## config.mk

```make
export PLATFORM = sky130hd
export DESIGN_NAME = fifo_word_packer
export DESIGN_NICKNAME = d
export VERILOG_FILES = /design/src/rtl/fifo_word_packer.sv
export SDC_FILE = /design/constraint.sdc
export NUM_CORES = 1
export LEC_CHECK = 0
export CAP_MARGIN = 20
export CORE_ASPECT_RATIO = 0.7
export CORE_MARGIN = 2
export CORE_UTILIZATION = 53
export DETAILED_ROUTE_END_ITERATION = 7
export HOLD_SLACK_MARGIN = 0.03
export PLACE_DENSITY = 0.83
export RECOVER_POWER = 25
export SLEW_MARGIN = 20
export SYNTH_ARGS = -nofsm -noshare
export SYNTH_HDL_FRONTEND = slang
export SYNTH_SLANG_ARGS = --single-unit
```

## constraint.sdc

```tcl
create_clock -name clk -period 3.7 [get_ports clk]
set_input_delay 0.74 -clock clk [delete_from_list [all_inputs] [get_ports clk]]
set_output_delay 0.74 -clock clk [all_outputs]
set_load 0.005 [all_outputs]
```

## src/rtl/fifo_word_packer.sv

```systemverilog
// Pops WIDTH-bit entries from a registered-output FIFO and packs PACK of them into one valid/ready word.
// Define PACKER_CHECKS_EN to enable simulation-only protocol and state checks.
module fifo_word_packer #(
   parameter int WIDTH = 8,
   parameter int PACK  = 4,
   parameter int CW    = $clog2(PACK + 1)
) (
   input  logic                  clk,
   input  logic                  rst,
   input  logic                  fifo_empty,
   input  logic [WIDTH-1:0]      fifo_dout,
   output logic                  fifo_rd_en,
   input  logic                  flush,
   output logic [WIDTH*PACK-1:0] out_data,
   output logic [CW-1:0]         out_count,
   output logic                  out_valid,
   input  logic                  out_ready
);

   localparam logic [0:0]    ST_FILL = 1'b0;
   localparam logic [0:0]    ST_HOLD = 1'b1;
   localparam logic [CW-1:0] PACK_C  = CW'(PACK);

   logic [0:0]            state_q, state_d;
   logic [CW-1:0]         issued_q, issued_d;
   logic [CW-1:0]         captured_q, captured_d;
   logic                  inflight_q, inflight_d;
   logic                  flush_pend_q, flush_pend_d;
   logic [WIDTH*PACK-1:0] lanes_q, lanes_d;
   logic                  flush_accept;

   // Reset gates the pop request so the FIFO is never drained while the packer is held in reset.
   assign fifo_rd_en = !rst && (state_q == ST_FILL) && !fifo_empty &&
                       (issued_q < PACK_C) && !flush_pend_q;

   assign flush_accept = flush && (state_q == ST_FILL) &&
                         ((captured_q != '0) || inflight_q);

   always_comb begin
      state_d      = state_q;
      issued_d     = issued_q;
      captured_d   = captured_q;
      inflight_d   = inflight_q;
      flush_pend_d = flush_pend_q;
      lanes_d      = lanes_q;
      if (state_q == ST_FILL) begin
         issued_d     = issued_q + CW'(fifo_rd_en);
         inflight_d   = fifo_rd_en;
         flush_pend_d = flush_pend_q | flush_accept;
         if (inflight_q) begin
            for (int unsigned k = 0; k < PACK; k++) begin
               if (captured_q == CW'(k)) lanes_d[k*WIDTH +: WIDTH] = fifo_dout;
            end
            captured_d = captured_q + CW'(1);
         end
         // A completed word wins over a pending flush; otherwise flush waits for the last read to land.
         if ((captured_d == PACK_C) || (flush_pend_d && !inflight_d)) begin
            state_d = ST_HOLD;
         end
      end else if (out_ready) begin
         state_d      = ST_FILL;
         issued_d     = '0;
         captured_d   = '0;
         flush_pend_d = 1'b0;
         lanes_d      = '0;
      end
   end

   always_ff @(posedge clk or posedge rst) begin
      if (rst) begin
         state_q      <= ST_FILL;
         issued_q     <= '0;
         captured_q   <= '0;
         inflight_q   <= 1'b0;
         flush_pend_q <= 1'b0;
         lanes_q      <= '0;
      end else begin
         state_q      <= state_d;
         issued_q     <= issued_d;
         captured_q   <= captured_d;
         inflight_q   <= inflight_d;
         flush_pend_q <= flush_pend_d;
         lanes_q      <= lanes_d;
      end
   end

   assign out_valid = (state_q == ST_HOLD);
   assign out_data  = out_valid ? lanes_q : '0;
   assign out_count = out_valid ? captured_q : '0;

`ifdef PACKER_CHECKS_EN
   always @(posedge clk) begin
      if (!rst) begin
         if (fifo_rd_en && fifo_empty)
            $error("ERROR: [PACKER_UNDERFLOW] Module=fifo_word_packer Time=%0t", $time);
         if (inflight_q && (state_q == ST_FILL) && $isunknown(fifo_dout))
            $error("ERROR: [PACKER_X_DATA] Module=fifo_word_packer Time=%0t", $time);
         if (flush && !flush_accept)
            $warning("WARNING: [PACKER_FLUSH_IGNORED] Module=fifo_word_packer Time=%0t", $time);
         if (({1'b0, captured_q} > {1'b0, PACK_C}) ||
             ({1'b0, issued_q} > ({1'b0, captured_q} + (CW+1)'(1))))
            $error("ERROR: [PACKER_STATE] Module=fifo_word_packer Time=%0t", $time);
      end
   end
`endif

endmodule

```

# Yosys cells after proc, flatten, opt, wreduce, memory -nomap -nowiden
# Cells that the tools add are included.
# op_classes
bitwise_logic	2
n_addsub	2
mux	19
reduce_logical	24
n_lt_le_gt_ge	1
eq_ne	5
# op_table
operator	count
$mux 32	4
$mux 8	4
$mux 3	6
$reduce_and 3->1	4
$reduce_bool 2->1	5
$logic_and 1x1->1	7
$eq 3x2->1 const B	2
$mux 1	5
$logic_not 1->1	4
$add 3x1->3	1
$add 3x1->3 const B	1
$eq 3x1->1 const B	1
$eq 3x3->1 const B	1
$logic_not 3->1	1
$lt 3x3->1 const B	1
$reduce_bool 3->1	1
$logic_or 1x1->1	2
$ne 2x2->1 const B	1
$not 1->1	1
$or 1x1->1	1
# word_totals
inputBits	13
ff_bits	41

# Longest topological paths before layout
# logic_depth
ltp_word	10
ltp_mapped	6

# Least setup slack after synthesis
# OpenSTA, ideal clock, no wires.
# synth_timing
kind	input port to output port
start	input rst
end	output fifo_rd_en
arrival_ps	1400
cell_stages	2
path_slack_ps	1560
path_cell_list	or4_1 > nor2_4
# synth_between
elab_chain_cells	5
# synth_lines
element	line	rtl
from (decl)	9	input logic rst,
$logic_not 1->1 (no line)	-	
$logic_and 1x1->1 (3 in a row)	33	assign fifo_rd_en = !rst && (state_q == ST_FILL) && !fifo_empty &&
$logic_and 1x1->1	34	(issued_q < PACK_C) && !flush_pend_q;
to (decl)	12	output logic fifo_rd_en,
# Every way passes these cells.

# Worst setup path in the final report
# Same ends and word-level chain as after synthesis.

==> key figures <==
CTS
  • Postcts setup bufs: 0
  • Post-CTS sizing: 0
  • Register clock-pin slew on the reported worst setup and hold paths: roughly 0.07 ns
  • CTS root buffer: clkbuf_8
  • Worst skew pair latency: 0.29 ns
  • Cts bufs inserted: 5
  • CTS tree: yes
  • Largest buffer count on any clock path: 2
  • TritonCTS Sinks: 41
  • Number of H-tree levels: 2
  • Cts hold-fix bufs: 0

Floorplanning
  • Core Region: 3650 um^2
  • Num ports: 50
  • Die width: between 70 and 80 um
  • Starting Density: 0.570
  • Die area: 4450 um^2
  • Row Count: 18
  • Die height: 56.4 um

Layout
  • Area Growth Syn to Fin: 30.4%
  • Filler instances: about 260
  • Ratio of cells with drive above 1 in the final layout: 0.216
  • Layout Nets: 240
  • Final instance area: 2710 um^2
  • Ant. Diodes: 0
  • Multi-input logic area: ~970 um^2
  • FF+latch area: 1030 um^2

Outcome
  • Failing checks: max-capacitance violations, max-slew violations
  • Outcome: finished, violations left

Global route
  • Overall Global Routing Usage: 0.215
  • GRT Residual Overflow: 0
  • Vias in the first global route: 1508
  • Largest net degree at the start of global routing: 60
  • Initial antenna violation count: 0
  • First-pass GRT wire length: approximately 7400 um

Yosys
  • Largest family of logic cells by synthesized area: multiplexers
  • Ys flop type: dfrtp_1
  • Post-synthesis mux area share: 0.190
  • Number of synthesized flops with an enable pin: 0
  • Synth Area in XOR/XNOR: 0.00843
  • Flops & latches, synth: 41
  • Yosys top cell by area: dfrtp_1
  • Count leader, synth: dfrtp_1
  • Synth cell types: 28
  • Synth top cells by count: 41 x dfrtp_1, 34 x and2_1, 31 x mux2_2
  • Seq/Total Area, Yosys: 0.494
  • Synth Instances: 172
  • Post-Syn Area: slightly above 2000 um^2
  • Syn Area/Cell: 12.1 um^2
  • Share of the synthesized area in the top cell type: 0.494
  • Async SR Flop Fraction: 1.00
  • YS warnings: 0
  • Synth Area in Compound Gates: 0.0524
  • Post-Synthesis Net Count: 191
  • Cells taking the most area after synthesis: dfrtp_1 49%, mux2_2 17%, and2_1 10%
  • Simple-Gate Fraction of Synth Area: 0.179
  • Post-Synth Adder-Cell Area: 0.0361

Job
  • Max cap viols: 1

Route
  • Wirelength, routed: around 4400 um
  • First-pass DRT Iterations: 4
  • Wire length per cell: 16.1 um
  • Via count: 1387
  • Detail-routed via count per cell: 5.10
  • Starting DRT DRC Count: 88
  • Antenna viol nets, final: 0
  • DRC: 0

STA
  • Final Hold Viols: 0
  • Setup TNS: 0 ns
  • Worst setup margin: 0.569 ns
  • Final Slew Violations: 42
  • Fin crit period: 3.13 ns
  • Slew headroom: -0.447
  • RSZ-0062 raised after global routing: false
  • Worst Skew: 0.00467 ns
  • Achievable Freq: around 320 MHz
  • Final setup viols: 0
  • Tcrit/Tclk final: 0.846
  • Worst-Margin Slew: about 2.2 ns

Pwr
  • Clk network pwr share: 0.185
  • Switching pwr: 0.640 mW
  • Pwr dens: approximately 740 nW/um^2
  • Internal: 1.37 mW
  • Comb pwr share: 0.454
  • Leak: 1.21 nW
  • Seq pwr share: 0.362
  • Sw frac: 0.319
  • Peak supply drop: about 0.39 mV

Place
  • Hpwl dp: 3020 um
  • DP Area: between 2000 and 3000 um^2
  • GP Congestion: 0.793
  • Port Buffers: 49
  • Dpl ws: approximately 0.56 ns

Worst setup path
  • CP startpoint kind: primary input
  • Crit. Startpoint: rst
  • Worst r2r src: out_valid
  • Arrival @ worst endpoint: 2.39 ns
  • WP data required: 2.96 ns
  • CP max FO: 5
  • WS Path Type: in2out
  • CP Capture Type: output port

Min path
  • Hold_sp: issued_q[0]
  • HP Class: reg2reg
## routing by layer
metal | global-route usage | part of all wire | up-vias
li1 | - | - | 672
met1 | 0.299 | 0.47 | 677
met2 | 0.350 | 0.48 | 33
met3 | 0.0514 | 0.042 | 5
met4 | 0.0369 | 0.0059 | 0
met5 | 0 | 0 | -
## sequential cells by signal, summed over array words and instances, names as in the netlist
| name | count |
|---|---|
| flush_pend_q | 1 |
| lanes_q | 32 |
| captured_q | 3 |
| out_valid | 1 |
| issued_q | 3 |
| inflight_q | 1 |
## power by group through the flow
| stage | Clock (mW) | Sequential (mW) | Combinational, mW |
|---|---|---|---|
| 3_3_place_gp | 0 | 0.715 | 0.884 |
| 3_5_place_dp | 0 | 0.731 | 0.914 |
| 6_report | 0.371 | 0.726 | 0.910 |
| 4_1_cts | 0.369 | 0.725 | 0.923 |
| 2_1_floorplan | 0 | 0.692 | 0.575 |
| 5_1_grt | 0.393 | 0.745 | 0.992 |
## cell usage in the layout, fill, tap and decap left out, types with 3 or more instances in the layout
cell type         n
nand2_1           8
a21oi_4           3
and2_1           34
nor2b_1           8
dfrtp_1          41
o22ai_1           6
mux2_2           31
clkbuf_8          6
inv_1             9
clkdlybuf4s50_1  49
ha_1              6
## through the flow
stage / utilization / instances / hold slack, ns / power, mW
after detailed placement: 0.712 / 264 / 0.466 / 1.65
after global routing: 0.743 / 272 / 0.493 / 2.13
after CTS: 0.744 / 272 / 0.479 / 2.02
final: 0.743 / 272 / 0.478 / 2.01
after global placement: 0.712 / 264 / 0.457 / 1.60
after floorplan: - / 172 / 0.440 / 1.27
## worst paths after layout
check                      cells past startpoint  slack, ns          end
min in group asynchronous                      3       1.58    out_valid
max in group asynchronous                      3       0.88  lanes_q[23]
max                                            4       0.57   fifo_rd_en
min reg2reg                                    1       0.48  issued_q[0]
min                                            1       0.48  issued_q[0]
max reg2reg                                    4       1.86  lanes_q[17]
## final cells by class
type,instances,area share
tap,50,0.0231
timing repair buffer,51,0.185
clock inverter,1,0.0111
inverter,9,0.0125
sequential,41,0.379
multi-input combinational,113,0.358
clock buffer,7,0.0319
## logic make-up after synthesis
| kind of cell | Yosys count |
|---|---|
| AOI/OAI and AO/OA | 12 |
| xor gates and xnor gates | 2 |
| adders and majority gates | 6 |
| DFF | 41 |
| buffers and inverters | 18 |
| muxes | 35 |
| and+or+nand+nor | 58 |
## critical path: stages
cell	delay (ns)
clkdlybuf4s50_1	0.42
or4_1	0.53
nor2_4	0.16
clkdlybuf4s50_1	0.54
Power figures use the tool's default switching activity.
